**src/rtl/instr_fetch_pkg.sv**
```systemverilog
// Shared fetch definitions: reset PC, trap codes, FIFO entry layout and FSM states.
`timescale 1ns/1ps
package instr_fetch_pkg;

  localparam logic [31:0] FETCH_RESET_PC        = 32'h0000_0000;

  localparam logic [7:0]  TRAP_BAD_INSTRUCTION  = 8'h01;
  localparam logic [7:0]  TRAP_SYSCALL          = 8'h02;
  localparam logic [7:0]  TRAP_FETCH_MISALIGNED = 8'h03;

  localparam int FETCH_DEPTH   = 2;
  localparam int FETCH_ENTRY_W = 65;

  // One buffered fetch: instruction word, its PC, and the misaligned-fetch flag.
  typedef struct packed {
    logic [31:0] ir;
    logic [31:0] pc;
    logic        exc;
  } fetch_entry_t;

  typedef enum logic [1:0] {
    ST_RUN     = 2'd0,
    ST_DISCARD = 2'd1,
    ST_ERR     = 2'd2
  } fetch_state_t;

endpackage

```
**src/rtl/instr_fetch_queue.sv**
```systemverilog
// Small register FIFO between fetch and decode; head is visible combinationally.
`timescale 1ns/1ps
module fetch_queue
  import instr_fetch_pkg::*;
#(
  parameter int WIDTH = FETCH_ENTRY_W,
  parameter int DEPTH = FETCH_DEPTH,
  localparam int CW   = $clog2(DEPTH + 1),
  localparam int PW   = (DEPTH > 1) ? $clog2(DEPTH) : 1
) (
  input  logic             clk,
  input  logic             rst,
  input  logic             push,
  input  logic             pop,
  input  logic             flush,
  input  logic [WIDTH-1:0] din,
  output logic [WIDTH-1:0] dout,
  output logic             full,
  output logic             empty,
  output logic [CW-1:0]    count
);

  logic [PW-1:0]    r_rd_ptr;
  logic [PW-1:0]    r_wr_ptr;
  logic [CW-1:0]    r_count;
  logic [WIDTH-1:0] w_entries [DEPTH];
  logic             w_do_pop;
  logic             w_do_push;

  function automatic logic [PW-1:0] ptr_inc(input logic [PW-1:0] p);
    return (p == PW'(DEPTH - 1)) ? '0 : p + 1'b1;
  endfunction

  // A push into a full queue is only legal when the head leaves in the same cycle.
  assign w_do_pop  = pop & (r_count != '0);
  assign w_do_push = push & ((r_count != CW'(DEPTH)) | w_do_pop);

  genvar gi;
  generate
    for (gi = 0; gi < DEPTH; gi++) begin : g_entry
      logic [WIDTH-1:0] r_data;
      // Entry storage; flush leaves contents alone since the count already hides them.
      always_ff @(posedge clk) begin
        if (rst) begin
          r_data <= '0;
        end else if (w_do_push && !flush && (r_wr_ptr == PW'(gi))) begin
          r_data <= din;
        end
      end
      assign w_entries[gi] = r_data;
    end
  endgenerate

  // Pointer and occupancy bookkeeping; flush dominates push and pop.
  always_ff @(posedge clk) begin
    if (rst || flush) begin
      r_rd_ptr <= '0;
      r_wr_ptr <= '0;
      r_count  <= '0;
    end else begin
      if (w_do_push) r_wr_ptr <= ptr_inc(r_wr_ptr);
      if (w_do_pop)  r_rd_ptr <= ptr_inc(r_rd_ptr);
      case ({w_do_push, w_do_pop})
        2'b10:   r_count <= r_count + 1'b1;
        2'b01:   r_count <= r_count - 1'b1;
        default: r_count <= r_count;
      endcase
    end
  end

  assign dout  = w_entries[r_rd_ptr];
  assign full  = (r_count == CW'(DEPTH));
  assign empty = (r_count == '0);
  assign count = r_count;

endmodule

```
**src/rtl/instr_fetch.sv**
```systemverilog
// Instruction fetch stage: PC sequencing, request hold, redirect/discard and misaligned-target trap entry.
`timescale 1ns/1ps
module instr_fetch
  import instr_fetch_pkg::*;
(
  input  logic        clk,
  input  logic        rst,
  output logic        imem_req,
  output logic [31:0] imem_addr,
  input  logic        imem_ack,
  input  logic [31:0] imem_rdata,
  input  logic        redirect_en,
  input  logic [31:0] redirect_pc,
  output logic [31:0] ir,
  output logic [31:0] ir_pc,
  output logic        ir_valid,
  input  logic        ir_ready,
  output logic [7:0]  fetch_exception
);

  fetch_state_t r_state;
  fetch_state_t w_state_next;
  logic [31:0]  r_pc;
  logic [31:0]  w_pc_next;
  logic         r_hold;        // request was issued last cycle and not yet acked
  logic [31:0]  r_hold_addr;
  logic         r_err_tgt;     // latest redirect target is misaligned
  logic         w_err_tgt_next;
  logic [31:0]  r_err_pc;
  logic [31:0]  w_err_pc_next;
  logic         r_err_enq;     // first ERR cycle: insert the trap entry
  logic         w_err_enq_next;

  logic         w_push;
  logic         w_pop;
  logic         w_flush;
  logic         w_room;
  fetch_entry_t w_din;
  fetch_entry_t w_head;
  logic         w_full;
  logic         w_empty;
  logic [1:0]   w_count;
  logic         w_unused;

  fetch_queue #(
    .WIDTH (FETCH_ENTRY_W),
    .DEPTH (FETCH_DEPTH)
  ) u_queue (
    .clk   (clk),
    .rst   (rst),
    .push  (w_push),
    .pop   (w_pop),
    .flush (w_flush),
    .din   (w_din),
    .dout  (w_head),
    .full  (w_full),
    .empty (w_empty),
    .count (w_count)
  );

  assign w_unused = &{1'b0, w_count};

  assign ir_valid        = !w_empty;
  assign ir              = w_head.ir;
  assign ir_pc           = w_head.pc;
  assign fetch_exception = w_head.exc ? TRAP_FETCH_MISALIGNED : 8'h00;
  assign w_pop           = ir_valid & ir_ready;
  assign w_room          = !w_full | w_pop;

  // Address never depends on ir_ready: a held request keeps its own address, otherwise the PC.
  assign imem_addr = r_hold ? r_hold_addr : r_pc;
  assign imem_req  = !rst & (r_hold | ((r_state == ST_RUN) & w_room));

  // Next-state, PC and queue control; redirect overrides every other event.
  always_comb begin
    w_state_next   = r_state;
    w_pc_next      = r_pc;
    w_err_tgt_next = r_err_tgt;
    w_err_pc_next  = r_err_pc;
    w_err_enq_next = 1'b0;
    w_push         = 1'b0;
    w_flush        = 1'b0;
    w_din          = '{ir: imem_rdata, pc: r_pc, exc: 1'b0};

    if (redirect_en) begin
      w_flush        = 1'b1;
      w_pc_next      = redirect_pc;
      w_err_tgt_next = |redirect_pc[1:0];
      w_err_pc_next  = redirect_pc;
      if (imem_req && !imem_ack) begin
        w_state_next = ST_DISCARD;
      end else if (|redirect_pc[1:0]) begin
        w_state_next   = ST_ERR;
        w_err_enq_next = 1'b1;
      end else begin
        w_state_next = ST_RUN;
      end
    end else begin
      case (r_state)
        ST_RUN: begin
          if (imem_req && imem_ack) begin
            w_push    = 1'b1;
            w_pc_next = r_pc + 32'd4;
          end
        end
        ST_DISCARD: begin
          if (imem_req && imem_ack) begin
            if (r_err_tgt) begin
              w_state_next   = ST_ERR;
              w_err_enq_next = 1'b1;
            end else begin
              w_state_next = ST_RUN;
            end
          end
        end
        ST_ERR: begin
          if (r_err_enq) begin
            w_push = 1'b1;
            w_din  = '{ir: 32'h0, pc: r_err_pc, exc: 1'b1};
          end
        end
        default: w_state_next = ST_RUN;
      endcase
    end
  end

  // State register; reset abandons any outstanding request.
  always_ff @(posedge clk) begin
    if (rst) begin
      r_state     <= ST_RUN;
      r_pc        <= FETCH_RESET_PC;
      r_hold      <= 1'b0;
      r_hold_addr <= FETCH_RESET_PC;
      r_err_tgt   <= 1'b0;
      r_err_pc    <= FETCH_RESET_PC;
      r_err_enq   <= 1'b0;
    end else begin
      r_state     <= w_state_next;
      r_pc        <= w_pc_next;
      r_hold      <= imem_req & !imem_ack;
      r_hold_addr <= imem_addr;
      r_err_tgt   <= w_err_tgt_next;
      r_err_pc    <= w_err_pc_next;
      r_err_enq   <= w_err_enq_next;
    end
  end

endmodule

```
**config.mk**
```make
export PLATFORM = sky130hd
export DESIGN_NAME = instr_fetch
export DESIGN_NICKNAME = d
export VERILOG_FILES = /design/src/rtl/instr_fetch_pkg.sv /design/src/rtl/instr_fetch_queue.sv /design/src/rtl/instr_fetch.sv
export SDC_FILE = /design/constraint.sdc
export NUM_CORES = 1
export LEC_CHECK = 0
export CORE_MARGIN = 2
export CORE_UTILIZATION = 40
export CTS_CLUSTER_DIAMETER = 30
export DETAILED_ROUTE_END_ITERATION = 6
export DONT_BUFFER_PORTS = 1
export HOLD_SLACK_MARGIN = 0.12
export PLACE_DENSITY = 0.64
export SYNTH_ARGS = -nofsm -noshare
export SYNTH_HDL_FRONTEND = slang
export SYNTH_SLANG_ARGS = --single-unit
```
**constraint.sdc**
```tcl
create_clock -name clk -period 2.05 [get_ports clk]
set_input_delay 0.41 -clock clk [delete_from_list [all_inputs] [get_ports clk]]
set_output_delay 0.41 -clock clk [all_outputs]
set_load 0.05 [all_outputs]
```
======== After elaboration in Yosys (flattened, before gate mapping) ========
Index checks and enable logic that the tools add are counted.
operators by class
  add/subtract/negate cells ............... 5
  order comparisons ....................... 1
  eq/ne operators ......................... 8
  muxes and demuxes ....................... 31
  bitwise logic cells ..................... 11
  reductions and logical operators ........ 21
operators with widths
  cell                   count
  $mux 65                6
  $mux 32                4
  $add 32x3->32 const B  1
  $mux 1                 12
  $mux 2                 6
  $pmux 2 s2             2
  $reduce_bool 2->1      4
  $and 1x1->1            6
  $eq 2x2->1 const B     3
  $logic_and 1x1->1      5
  $logic_not 1->1        5
  $eq 2x1->1 const B     2
  $logic_not 2->1        2
  $reduce_and 2->1       2
  $reduce_or 2->1        2
  $ne 3x3->1 const B     1
  $or 1x1->1             3
  $add 1x1->1 const B    2
  $add 2x1->2 const B    1
  $ge 2x2->1 const B     1
  $ne 2x1->1 const B     1
  $ne 2x2->1 const B     1
  $not 1->2              1
  $pmux 1 s2             1
  other kinds (3)        3
word-level totals
  register bits ........................... 235
  input port bits ......................... 69

======== Longest topological paths before layout ========
Gate-level depths: netlist of run 1.
  depth in word-level cells ............... 14
  mapped depth ............................ 8
  gate-level depth less buffers ........... 7

======== Cells and area by module ========
A second synthesis of run 1 with hierarchy kept.
second synthesis, totals
  cell total of the unflattened synthesis .. 1,150
  area, all modules ....................... 11,302.1 sq um
modules (own cells, without submodules)
  module       instances  cells each  area an instance (sq um)  seq. area each (sq um)
  fetch_queue  1          595         6,346.1                   2,682.6
  instr_fetch  1          555         4,956.0                   2,021.9

======== Worst setup path before layout of run 1 ========
OpenSTA, ideal clock, no wires.
  kind .................................... flip-flop to output port
  start ................................... register r_hold
  end ..................................... output port imem_addr[19]
  arrival ................................. 1.865 ns
  required time ........................... 1.640 ns
  path slack .............................. -0.225 ns
  cell stages (with the launch flop) ...... 4
  path buffers ............................ 2
  path through ............................ dfxtp_1 -> clkbuf_1 -> buf_1 -> o21ai_0
between the ends
  cells in the longest elaborated chain, start to end .. 1
ends and longest elaborated chain
  element                 line                text
  start, declared         instr_fetch.sv:25   logic r_hold;
  start signal, assigned  instr_fetch.sv:140  r_hold <= imem_req & !imem_ack;
  $mux 32                 instr_fetch.sv:71   assign imem_addr = r_hold ? r_hold_addr : r_pc;
  end, declared           instr_fetch.sv:9    output logic [31:0] imem_addr,
No other way between the ends.

======== Worst setup path in the final report of run 1 ========
  start ................................... register u_queue.r_rd_ptr
  end ..................................... output port fetch_exception[1]
between the ends
  cells in the longest elaborated chain, start to end .. 5
ends and longest elaborated chain
  element                                      line                     text
  start, declared                              instr_fetch_queue.sv:23  logic [PW-1:0] r_rd_ptr;
  start signal, assigned                       instr_fetch_queue.sv:62  if (w_do_pop) r_rd_ptr <= ptr_inc(r_rd_ptr);
  $not 1->2 (not written as such)              instr_fetch_queue.sv:71  assign dout = w_entries[r_rd_ptr];
  $mux 65 (not written as such) (3 in series)  instr_fetch_queue.sv:71
  $mux 2                                       instr_fetch.sv:66        assign fetch_exception = w_head.exc ? TRAP_FETCH_MISALIGNED : 8'h00;
  end, declared                                instr_fetch.sv:18        output logic [7:0] fetch_exception
No other way between the ends. The select of a mux whose other input is x is not followed.

==> metrics.md, run 1 <==
| Metric | Value |
|---|---|
| Post-Syn Instances | 1045 |
| Routed Antenna Nets | 0 |
| Number of synthesized flops with an enable pin | 0 |
| Total number of vias | 8084 |
| Sequential share of the synthesized area | 0.470 |
| Worst hold endpoint | r_pc[20]$_SDFFE_PP0P_ |
| Maximum vdd ir drop | 558 uV |
| H-tree depth | 2 |
| Die width | 162 um |
| CTS Buf Count | 48 |
| Mapped Area | 10000 um^2 |
| Leak pwr | 5.15 nW |
| Die area | 26300 um^2 |
| Final worst slack | -0.0408 ns |
| Final setup viols | 28 |
| Number of diodes | 0 |
| Status | finished, violations left |
| Crit-path max FO | 16 |
| Reg2reg path depth | 7 |
| # Max-Cap Violations | 0 |
| Fraction of layout cells with a size suffix above 1 | 0.221 |
| Fin crit period | 2.09 ns |
| Worst-path clk slew | 0.05 ns |
| DRT Pass-1 Iters | 5 |
| Via density | 5.40 |
| Dpl hpwl | 17100 um |
| Final Hold Fails | 0 |
| Sw Share | 0.244 |
| Nets@finish | 1208 |
| Hold Path Stages | 1 |
| Hold Path Class | in -> reg |
| Wire per inst | 18.8 um |
| Yosys warns | 0 |
| CTS tree | yes |
| Area growth syn-to-layout | 34.6% |
| Reg2Reg Setup Slack | 0.06 ns |
| Final clock period utilization by the worst path | 1.02 |
| Final WL | 28200 um |
| Overflow after GRT | 0 |
| PortBufs | 0 |
| Fillers | 2106 |
| Worst Max-Slew Pin Slew | 0.571 ns |
| Hold slack | 0.00990 ns |
| Internal | 10.8 mW |
| FP Rows | 57 |
| Fmax | 478 MHz |
| Clock Skews | 0.0298 ns |
| Wire length of the first global-routing pass | 43800 um |
| Crit start category | register |
| Starting Density | 0.409 |
| Reg power frac | 0.342 |
| Ports | 175 |
| Clk root buf | clkbuf_16 |
| Worst hold start | rst |
| Initial antenna violation count | 0 |
| Relative slew slack | 0.614 |
| Instance area at placement | 10600 um^2 |
| Failing checks | setup timing |
| Clock latency at the later pin of the worst-skew pair | 0.54 ns |
| Gate power share | 0.099 |
| Critical path class | reg -> out |
| Final Power | 14.3 mW |
| GRT Util Overall | 0.208 |
| Pin count of the biggest net entering global routing | 224 |
| CTS sink count | 235 |
| Post-route DRC | 0 |
| Die span in y | 162 um |
| Post-synthesis async set-or-reset flop share | 0 |
| CTS hold repair buffers | 74 |
| CP required | 1.64 ns |
| FF+latch count, synth | 235 |
| Pwr Density | 1060 nW/um^2 |
| Worst Path Arrival | 1.68 ns |
| DR iter-0 viols | 603 |
| Element type at the critical path end | output port |
| Finished Core Util | 0.551 |
| Synth Area per Inst | 9.58 um^2 |
| GPL Wtd Cong | 0.806 |
| RR Startpoint | u_queue.count[1]$_SDFFE_PP0P_ |
| Yosys cell types | 50 |
| Max Slew Vio Count | 0 |
| Switching pwr | 3.49 mW |
| R2r endpoint | r_state[0]$_SDFFE_PP0P_ |
| Final Cell Area | 13500 um^2 |
| Clk buf depth | 3 |
| Most used DFF post-synth | dfxtp_1 |
| Unrepaired setup endpoints after global routing | true |
| Vias in the first global route | 8053 |
| Clock share of power | 0.559 |
| Core ar. | 24500 um^2 |
==> power groups by stage <==
stage | clock, mW | combinational [mW] | sequential, mW
2_1_floorplan | 0 | 1.04 | 4.94
3_3_place_gp | 0 | 1.19 | 4.96
3_5_place_dp | 0 | 1.20 | 4.97
4_1_cts | 8.09 | 1.38 | 4.88
5_1_grt | 8.37 | 1.51 | 4.90
6_report | 8.00 | 1.41 | 4.89
==> worst max-delay path: stages (launching register included) <==
cell	delay, ns
dfxtp_4	0.47
buf_12	0.20
mux2_4	0.32
buf_12	0.17
==> area by class of cell <==
| type | instances | area (um^2) | share of cell area |
|---|---|---|---|
| clock inverters | 26 | 327 | 0.0242 |
| inverters | 5 | 18.8 | 0.00139 |
| multi-input cells | 717 | 5250 | 0.389 |
| clock buffers | 60 | 1380 | 0.102 |
| flip-flops and latches | 235 | 4710 | 0.350 |
| repair buffers | 130 | 1380 | 0.102 |
| well taps | 324 | 405 | 0.0301 |
==> routing by layer <==
metal / global-route usage / vias up / wire length, um / share of wire
li1: - / 3902 / - / -
met3: 0.0544 / 51 / 2160 / 0.077
met5: 0 / - / 0 / 0
met4: 0.0660 / 0 / 722 / 0.026
met1: 0.280 / 3859 / 12600 / 0.45
met2: 0.326 / 272 / 12700 / 0.45
==> metrics by stage <==
step | cells | setup TNS, ns | setup WS, ns
finish | 1497 | -0.508 | -0.0408
global placement | 1331 | 0 | 0.0327
floorplan | 1050 | -0.655 | -0.225
detailed placement | 1331 | 0 | 0.00375
CTS | 1494 | -1.16 | -0.0448
global route | 1497 | -2.50 | -0.0902
==> placed cells by master, fill, tap and decap left out, drive strengths merged, types with 6 or more instances in the layout <==
cell type,count
inv,7
nand4,9
nand2,43
a211oi,74
conb,6
nor2,174
dlygate4sd3,73
nor4,9
clkinv,13
buf,56
bufinv,6
o21ai,10
and3,8
clkbuf,61
mux2i,59
dfxtp,235
a22oi,68
mux2,95
xnor2,23
nor2b,25
and2,16
o22ai,7
nand3,13
a21oi,25
nor3,19
==> repair_timing <==
item | in CTS | in global routing
cloned | 0 | 2
endpoints found under the hold margin | 220 | 153
endpoints found under the setup margin | 91 | 60
resized for setup | 70 | 22
buffers inserted | 3 | 1
==> cells by family (layout without fill, tap and decap cells) <==
| group | Yosys count | after routing | share of synthesized area |
|---|---|---|---|
| multiplexers | 154 | 154 | 0.166 |
| buffers and inverters | 98 | 221 | 0.0434 |
| XOR/XNOR | 28 | 28 | 0.0245 |
| flip-flops | 235 | 235 | 0.470 |
| other | 1 | 6 | 0.000375 |
| AO/OA/AOI/OAI | 197 | 197 | 0.140 |
| AND/OR/NAND/NOR | 330 | 330 | 0.154 |
| adder cells (fa/ha/maj) | 2 | 2 | 0.00250 |
==> synth_stat cells, types with 17 or more instances <==
library cell	number	share of area
nor2b_1	25	0.016
a21oi_1	25	0.013
mux2_2	95	0.11
nor3_1	17	0.0085
a211oi_1	73	0.055
nand2_1	43	0.016
mux2i_1	59	0.059
a22oi_1	68	0.051
clkbuf_1	53	0.020
dfxtp_1	235	0.47
xnor2_1	23	0.020
nor2_1	174	0.065
==> worst max-delay path by stage <==
stage / from / to / cells after the start
3_3_place_gp: rst / r_pc[17]$_SDFFE_PP0P_ / 6
2_1_floorplan: r_hold$_SDFF_PP0_ / imem_addr[19] / 3
6_report: u_queue.r_rd_ptr$_SDFFE_PP0P_ / fetch_exception[1] / 3
5_1_grt: u_queue.r_rd_ptr$_SDFFE_PP0P_ / fetch_exception[0] / 3
4_1_cts: u_queue.count[1]$_SDFFE_PP0P_ / imem_req / 4
3_5_place_dp: rst / r_pc[29]$_SDFFE_PP0P_ / 6
==> flip-flops by register name (all words and copies together) (netlist names) <==
signal and count:
u_queue.g_entry.r_data 130, r_err_tgt 1, r_hold_addr 32, r_hold 1, r_err_enq 1, u_queue.r_rd_ptr 1, r_pc 32, u_queue.r_wr_ptr 1
u_queue.count 2, r_err_pc 32, r_state 2
Power figures use the tool's default switching activity.
==> inputs of run 2 (changes only) <==
- MAX_ROUTING_LAYER: default -> met4
==> run 2 against run 1 <==
Compared with the run above:
- the run still ends with setup timing left
- largest power group unchanged
- die area did not move
- highest routed layer unchanged
- sequential share of layout area decreased by 0.078 points
- first-iteration DRC count fell by 10%
- largest cell class unchanged
- non-clock buffer count is 1 higher
- clock power barely moved
- routed wire length is essentially flat
==> metrics.md, run 2 (synthesis gave the netlist of run 1 again) <==
| Metric | Value |
|---|---|
| M1 wire length | 12600 um (about the same) |
| Post-route DRC | 0 (unchanged) |
| Reg2Reg Setup Slack | 0.06 ns (about the same) |
| Hold Path Stages | 2 (+1) |
| Relative slew slack | 0.616 (+0.00161) |
| FP Rows | 57 (unchanged) |
| PortBufs | 0 (unchanged) |
| Commonest non-fill, non-tap cell in the layout | dfxtp_1 |
| Element type at the critical path end | output port |
| Most flops, register | u_queue.g_entry.r_data |
| Dpl hpwl | 17100 um (unchanged) |
| CTS tree | yes |
| GPL Wtd Cong | 0.818 (+1.5%) |
| DRT Pass-1 Iters | 5 (unchanged) |
| Clock Skews | 0.0292 ns (-0.000590 ns) |
| Unrepaired setup endpoints after global routing | true |
| GRT Util Overall | 0.214 (+0.00598) |
| Initial antenna violation count | 0 (unchanged) |
| Die span in y | 162 um (unchanged) |
| Final worst slack | -0.0377 ns (+0.00316 ns) |
| Worst-path clk slew | 0.05 ns (about the same) |
| Highest metal used | met4 |
| Routed Antenna Nets | 0 (unchanged) |
| Clk root buf | clkbuf_16 |
| Fraction of layout cells with a size suffix above 1 | 0.221 (+0.000664) |
| RR Startpoint | u_queue.count[1]$_SDFFE_PP0P_ |
| Worst hold endpoint | r_pc[12]$_SDFFE_PP0P_ |
| Core ar. | 24500 um^2 (unchanged) |
| Status | finished, violations left |
| Hold Path Class | in -> reg |
| Crit-path max FO | 16 (unchanged) |
| DR WL met3 | 2100 um (-2.4%) |
| Die width | 162 um (unchanged) |
| CTS Buf Count | 48 (unchanged) |
| Final clock period utilization by the worst path | 1.02 (-0.00154) |
| Worst hold start | redirect_pc[12] |
| Wire length on met2 | 12900 um (+1.3%) |
| Final Hold Fails | 0 (unchanged) |
| Placed cell count | 1331 (unchanged) |
| # Max-Cap Violations | 0 (unchanged) |
| CTS sink count | 235 (unchanged) |
| Wire per inst | 18.8 um (about the same) |
| Final WL | 28200 um (about the same) |
| Pwr Density | 1060 nW/um^2 (-0.26%) |
| Maximum vdd ir drop | 557 uV (-0.19%) |
| Wire length of the first global-routing pass | 43800 um (-0.13%) |
| Fillers | 2100 (-0.28%) |
| Worst Path Arrival | 1.68 ns (about the same) |
| Clk buf depth | 3 (unchanged) |
| R2r endpoint | r_state[0]$_SDFFE_PP0P_ |
| Pin count of the biggest net entering global routing | 224 (unchanged) |
| Pre-CTS WS | 0.00375 ns (unchanged) |
| H-tree depth | 2 (unchanged) |
| Via density | 5.41 (+0.14%) |
| Final Power | 14.3 mW (about the same) |
| Total number of vias | 8101 (+0.21%) |
| DR iter-0 viols | 541 (-10%) |
| Die area | 26300 um^2 (unchanged) |
| Clock latency at the later pin of the worst-skew pair | 0.54 ns (about the same) |
| Final setup viols | 45 (+61%) |
| Max reg flops | 130 (unchanged) |
| Max Slew Vio Count | 0 (unchanged) |
| Hold slack | 0.0305 ns (+0.0206 ns) |
| Area growth syn-to-layout | 34.9% |
| Number of diodes | 0 (unchanged) |
| Commonest non-fill, non-tap cells in the layout | dfxtp_1, nor2_1, mux2_4 |
| Fin crit period | 2.09 ns (-0.00316 ns) |
| Setup TNS | -0.570 ns (-0.0620 ns) |
| Ports | 175 (unchanged) |
| Leak pwr | 5.16 nW (+0.22%) |
| Vias in the first global route | 8059 (+0.075%) |
| Cell Count, Final, Fillers Out | 1498 (+0.067%) |
| Worst Max-Slew Pin Slew | 0.568 ns (-0.00238 ns) |
| CTS hold repair buffers | 74 (unchanged) |
| Fmax | 479 MHz (+0.15%) |
| Nets@finish | 1209 (+0.083%) |
| CP required | 1.64 ns (about the same) |
| Starting Density | 0.409 (unchanged) |
| Overflow after GRT | 0 (unchanged) |
| Crit start category | register |
| Critical path class | reg -> out |
| Reg2reg path depth | 7 (unchanged) |
| Failing checks | setup timing |
-- run 2: cell types whose count changed in the layout (fill, tap and decap cells not counted), sizes merged --
cell / previous run / this run
clkbuf: 61 / 62
-- run 2: layer usage --
metal,vias to the layer above,track usage
li1,3904,-
met1,3885,0.283
met2,267,0.325
met3,45,0.0501
met4,0,0.0644
met5,-,-
-- run 2: power by group --
group | leakage (nW) | switching, mW | internal, mW
clock | 0.831 | 2.49 | 5.50
combinational | 2.41 | 0.868 | 0.546
sequential | 1.92 | 0.121 | 4.77
-- run 2: what timing repair did --
item / CTS / global route
endpoints found under the setup margin: 91 / 60
gates cloned: 0 / 2
hold endpoints to repair: 220 / 153
setup buffers: 3 / 2
resized for setup: 70 / 21
-- run 2: worst max path at each step --
stage / slack [ns] / startpoint / depth (start not counted) / endpoint
final: -0.04 / u_queue.r_rd_ptr$_SDFFE_PP0P_ / 3 / fetch_exception[1]
after global routing: -0.09 / u_queue.count[1]$_SDFFE_PP0P_ / 7 / r_state[0]$_SDFFE_PP0P_
after CTS: -0.04 / u_queue.count[1]$_SDFFE_PP0P_ / 4 / imem_req
after detailed placement: 0.004 / rst / 6 / r_pc[29]$_SDFFE_PP0P_
after global placement: 0.03 / rst / 6 / r_pc[17]$_SDFFE_PP0P_
after floorplan: -0.22 / r_hold$_SDFF_PP0_ / 3 / imem_addr[19]
-- run 2: worst max-delay path, cell delays in order, from the launching register on --
cell     delay [ns]
dfxtp_4        0.46
buf_12         0.20
mux2_4         0.32
buf_12         0.17
-- run 2: layout make-up --
| cell class | instances | area (um^2) | share of cell area |
|---|---|---|---|
| clock inverters | 26 | 327 | 0.0242 |
| flip-flops and latches | 235 | 4710 | 0.349 |
| multi-input cells | 717 | 5240 | 0.388 |
| repair buffers | 131 | 1410 | 0.105 |
| well taps | 324 | 405 | 0.0300 |
| inverters | 5 | 18.8 | 0.00139 |
| clock buffers | 60 | 1380 | 0.102 |
-- run 2: stage by stage --
stage | utilization | cell area [um^2]
floorplan | - | 10100
global placement | 0.433 | 10600
detailed placement | 0.433 | 10600
CTS | 0.545 | 13300
global route | 0.552 | 13500
finish | 0.552 | 13500
